### config.mk
export PLATFORM = sky130hd
export DESIGN_NAME = sipo_deserializer
export DESIGN_NICKNAME = d
export VERILOG_FILES = /design/src/rtl/sipo_deserializer.sv
export SDC_FILE = /design/constraint.sdc
export NUM_CORES = 1
export LEC_CHECK = 0
export CELL_PAD_IN_SITES_DETAIL_PLACEMENT = 0
export CELL_PAD_IN_SITES_GLOBAL_PLACEMENT = 1
export CORE_MARGIN = 1.5
export CORE_UTILIZATION = 25
export CTS_BUF_LIST = sky130_fd_sc_hd__clkbuf_4 sky130_fd_sc_hd__clkbuf_8
export DETAILED_ROUTE_END_ITERATION = 8
export PLACE_DENSITY = 0.56
export SETUP_SLACK_MARGIN = 0.3
export SLEW_MARGIN = 20
export SYNTH_ARGS = -nofsm -noshare
export SYNTH_HDL_FRONTEND = slang
export SYNTH_SLANG_ARGS = --single-unit
### constraint.sdc
create_clock -name clk -period 1.46 [get_ports clk]
set_clock_uncertainty 0.2 [all_clocks]
set_input_delay 0.292 -clock clk [delete_from_list [all_inputs] [get_ports clk]]
set_output_delay 0.292 -clock clk [all_outputs]
set_load 0.02 [all_outputs]
### src/rtl/sipo_deserializer.sv
// Serial-in/parallel-out deserializer with valid/ready on both sides and a one-word hold stage.
// Define SIPO_PARITY_EN to append an even-parity bit to each frame and report mismatches on par_err.
module sipo_deserializer #(
   parameter int WIDTH     = 4,
   parameter bit MSB_FIRST = 1'b1
) (
   input  logic             clk,
   input  logic             rst,
   input  logic             ser_in,
   input  logic             ser_valid,
   output logic             ser_ready,
   output logic [WIDTH-1:0] par_data,
   output logic             par_valid,
   input  logic             par_ready,
   output logic             par_err
);

`ifdef SIPO_PARITY_EN
   localparam int FL = WIDTH + 1;
`else
   localparam int FL = WIDTH;
`endif
   localparam int CW = $clog2(FL + 1);
   localparam logic [CW-1:0] LAST = CW'(FL - 1);

   typedef enum logic {SHIFT, HOLD} state_t;

   state_t           state;
   logic [CW-1:0]    cnt;
   logic [WIDTH-1:0] shreg;
   logic [WIDTH-1:0] shift_nxt;
   logic [WIDTH-1:0] word;
   logic             accept;
   logic             last;
   logic             slot_free;
   logic             data_bit;

   assign ser_ready = (state == SHIFT);
   assign accept    = ser_valid && ser_ready;
   assign last      = (cnt == LAST);
   assign slot_free = !par_valid || par_ready;

   always_comb begin
      if (MSB_FIRST) shift_nxt = {shreg[WIDTH-2:0], ser_in};
      else           shift_nxt = {ser_in, shreg[WIDTH-1:1]};
   end

`ifdef SIPO_PARITY_EN
   logic acc;
   logic hold_err;
   logic err_q;
   logic err_nxt;

   // Last bit of a frame is parity, so the data word is already complete in shreg.
   assign data_bit = !last;
   assign word     = shreg;
   assign err_nxt  = acc ^ ser_in;
   assign par_err  = err_q;
`else
   assign data_bit = 1'b1;
   assign word     = shift_nxt;
   assign par_err  = 1'b0;
`endif

   always_ff @(posedge clk or posedge rst) begin
      if (rst) begin
         state     <= SHIFT;
         cnt       <= '0;
         shreg     <= '0;
         par_data  <= '0;
         par_valid <= 1'b0;
`ifdef SIPO_PARITY_EN
         acc       <= 1'b0;
         hold_err  <= 1'b0;
         err_q     <= 1'b0;
`endif
      end else begin
         // Default drop on consume; a same-edge load below overrides it.
         if (par_valid && par_ready) par_valid <= 1'b0;

         if (state == SHIFT) begin
            if (accept) begin
               if (data_bit) shreg <= shift_nxt;
`ifdef SIPO_PARITY_EN
               acc <= last ? 1'b0 : (acc ^ ser_in);
`endif
               if (last) begin
                  cnt <= '0;
                  if (slot_free) begin
                     par_data  <= word;
                     par_valid <= 1'b1;
`ifdef SIPO_PARITY_EN
                     err_q     <= err_nxt;
`endif
                  end else begin
                     state <= HOLD;
`ifdef SIPO_PARITY_EN
                     hold_err <= err_nxt;
`endif
                  end
               end else begin
                  cnt <= cnt + CW'(1);
               end
            end
         end else begin
            if (slot_free) begin
               par_data  <= shreg;
               par_valid <= 1'b1;
               state     <= SHIFT;
`ifdef SIPO_PARITY_EN
               err_q     <= hold_err;
`endif
            end
         end
      end
   end

endmodule

==> metrics.csv <==
metric;value;unit
Reg2Reg Depth;4;
library cells used by synthesis;19;
hpwl dp;866;um
Syn Area/Cell;11.7;sq um
Synth Register Bits;13;
synth-to-layout area growth;43.9;%
endpoints failing setup;8;
Max VDD drop;0.000649;V
cts hold-fix bufs;0;
largest net degree at the start of global routing;14;
P_sw;0.000405;W
Starting Density;27.0;%
insertion delay to the later sink of the worst-skew pair;0.27;ns
CP max stage delay;0.36;ns
register area share after synthesis;53.4;%
post-synthesis adder-cell area fraction;2.05;%
Max Cap Viol;0;
Synth Net Count;58;
final WL;1160;um
power share of the sequential group;40.7;%
Comb pwr share;40.8;%
RSZ-0062 raised after global routing;yes;
Storage cell area;325;sq um
antenna-violating nets left;0;
multi-input logic area;279;sq um
clock-pin slew on the worst setup and hold paths;0.08;ns
Period minus WS final;1.56;ns
Int Power;0.000906;W
H-tree Lvls;1;
final hold vios;0;
Setup WS post-layout;-0.0956;ns
Pwr per Cell Area;1490;nW/um^2
RR Endpoint;par_data[2];
post-layout util;38.9;%
post-synthesis mux area share;17.9;%
# rows;17;
Num Clock Sinks;13;
Root Buffer;clkbuf_4;
Syn Std Cell Area;609;sq um
CTS tree;yes;
gr usage total;10.5;%
core area;2250;sq um
R2R Setup Slk;-0.1;ns
Initial DRC Count;1;
Worst Path Arrival;1.52;ns
Worst Hold Class;in2async;
fmax;0.643;GHz
total leakage power;0.435;nW
diode count;0;
required time worst endpoint;1.42;ns
Max stage delay cell, worst path;dfrtp_1;
WP buf/inv;0;
drt first pass iters;2;
fill count;248;
via count;414;
failing checks;negative setup slack;
Synth Warn #;0;
Vias/cell;4.02;
largest family of logic cells by synthesized area;multiplexers;
max-slew violations;0;
final period utilization;107;%
design area;877;sq um
type of origin of the critical path;register;
initial antenna violation count;0;
Mapped Cells;52;
first-pass GRT wire length;2100;um
DR DRC count;0;
Bufs on Longest Clock Path;2;
dpl ws;-0.354;ns
drt wl/cell;11.3;um
Worst setup EP type;register;
I/O Buffers;10;
CP delay by family, top;flip-flops;
Crit Path Category;reg2reg;
worst-path cell chain;ha_2, nand3b_1, a21boi_4, mux2_2;
Placed Area;786;sq um
clock network power share;18.5;%
area share of and/or/nand/nor cells after synthesis;15.2;%
vias in the first global route;457;
Num CTS Buffers;3;
GP Congestion;0.726;
nets;82;
switch share;30.9;%
layout cells sized above 1;48.0;%
outcome;finished with violations;
Congestion Overflow GR;0;
CP max FO;4;
Crit Reg-Reg Startpoint;cnt[1];
Die Ht;52.4;um
die width;52.4;um
Ports;12;
Design Power;0.00131;W
Compound-Gate Fraction of Synth Area;6.57;%
Synth Area in XOR/XNOR;0;%
TNS Setup;-0.550;ns
die area;2740;sq um
registers in the layout, summed over array words and instances (netlist names):
| register | cells |
|---|---|
| par_data | 4 |
| shreg | 4 |
| cnt | 3 |
| par_valid | 1 |
| state | 1 |
logic make-up after synthesis:
logic type | count (synthesis)
multiplexers | 9
AND/OR/NAND/NOR | 20
flip-flops | 13
AO/OA/AOI/OAI | 4
buffers and inverters | 4
other | 1
adder cells (fa/ha/maj) | 1
cells in the mapped netlist, drive strengths merged:
cell type	number	share of area, %
dfrtp	13	53
nand2	13	8.0
mux2	9	18
a21boi	2	4.3
and2b	2	2.7
buf	2	3.1
inv	2	1.2
nand2b	2	2.1
nor2	2	1.2
a21oi	1	0.82
a22o	1	1.4
conb	1	0.62
ha	1	2.1
nand3b	1	1.2
repair_timing:
item                                    4_1_cts  5_1_grt
endpoints found under the setup margin       19       19
resized for setup                            40        8
buffers inserted                              3        0
pin swaps                                     4        2
cloned                                        0        0
stage by stage:
stage	cells	hold slack, ns
after detailed placement	96	0.266
after floorplan	52	-0.0310
after global placement	96	0.259
after global routing	103	0.142
final	103	0.103
after CTS	103	0.101
worst register-to-register path: stages (launching register included):
cell and delay, ns:
dfrtp_1 0.36, ha_2 0.19, nand3b_1 0.12, a21boi_4 0.22, mux2_2 0.35
layout make-up:
type / instances / area share, %
inverter: 2 / 0.856
timing repair buffer: 21 / 22.8
multi-input combinational: 35 / 31.8
sequential: 13 / 37.1
tap: 28 / 3.99
clock buffer: 4 / 3.42
power by group through the flow:
stage	clock (W)	sequential [W]	combinational, W
after floorplan	0	0.000590	0.000186
after global placement	0	0.000528	0.000452
after detailed placement	0	0.000528	0.000464
after CTS	0.000260	0.000534	0.000539
after global routing	0.000275	0.000545	0.000588
final	0.000242	0.000533	0.000536
routing by layer:
metal  track usage, %  share of wire (%)  vias to the layer above
met5                0                  0                        -
met4                0                  0                        0
met3             5.71                7.1                        0
met2             17.3                 44                       13
met1             12.8                 49                      186
li1                 -                  -                      215
worst max path at each step:
| stage | start | cells past startpoint | endpoint |
|---|---|---|---|
| final | cnt[1] | 4 | par_data[2] |
| after global routing | cnt[0] | 4 | par_data[2] |
| after detailed placement | ser_valid | 4 | par_data[2] |
| after global placement | ser_valid | 4 | par_data[1] |
| after floorplan | cnt[0] | 4 | par_data[1] |
| after CTS | cnt[1] | 4 | par_data[2] |
cells in the final DEF, fill, tap and decap left out, drive strengths merged:
cell type / netlist / routed
clkdlybuf4s50: 0 / 3
nor2: 2 / 2
inv: 2 / 2
nand3b: 1 / 1
conb: 1 / 1
a21oi: 1 / 1
nand2b: 2 / 2
buf: 2 / 17
a21boi: 2 / 2
nand2: 13 / 13
dlygate4sd2: 0 / 1
a22o: 1 / 1
mux2: 9 / 9
and2b: 2 / 2
clkbuf: 0 / 4
ha: 1 / 1
dfrtp: 13 / 13
Note: power is estimated with default switching activity, not from simulation.
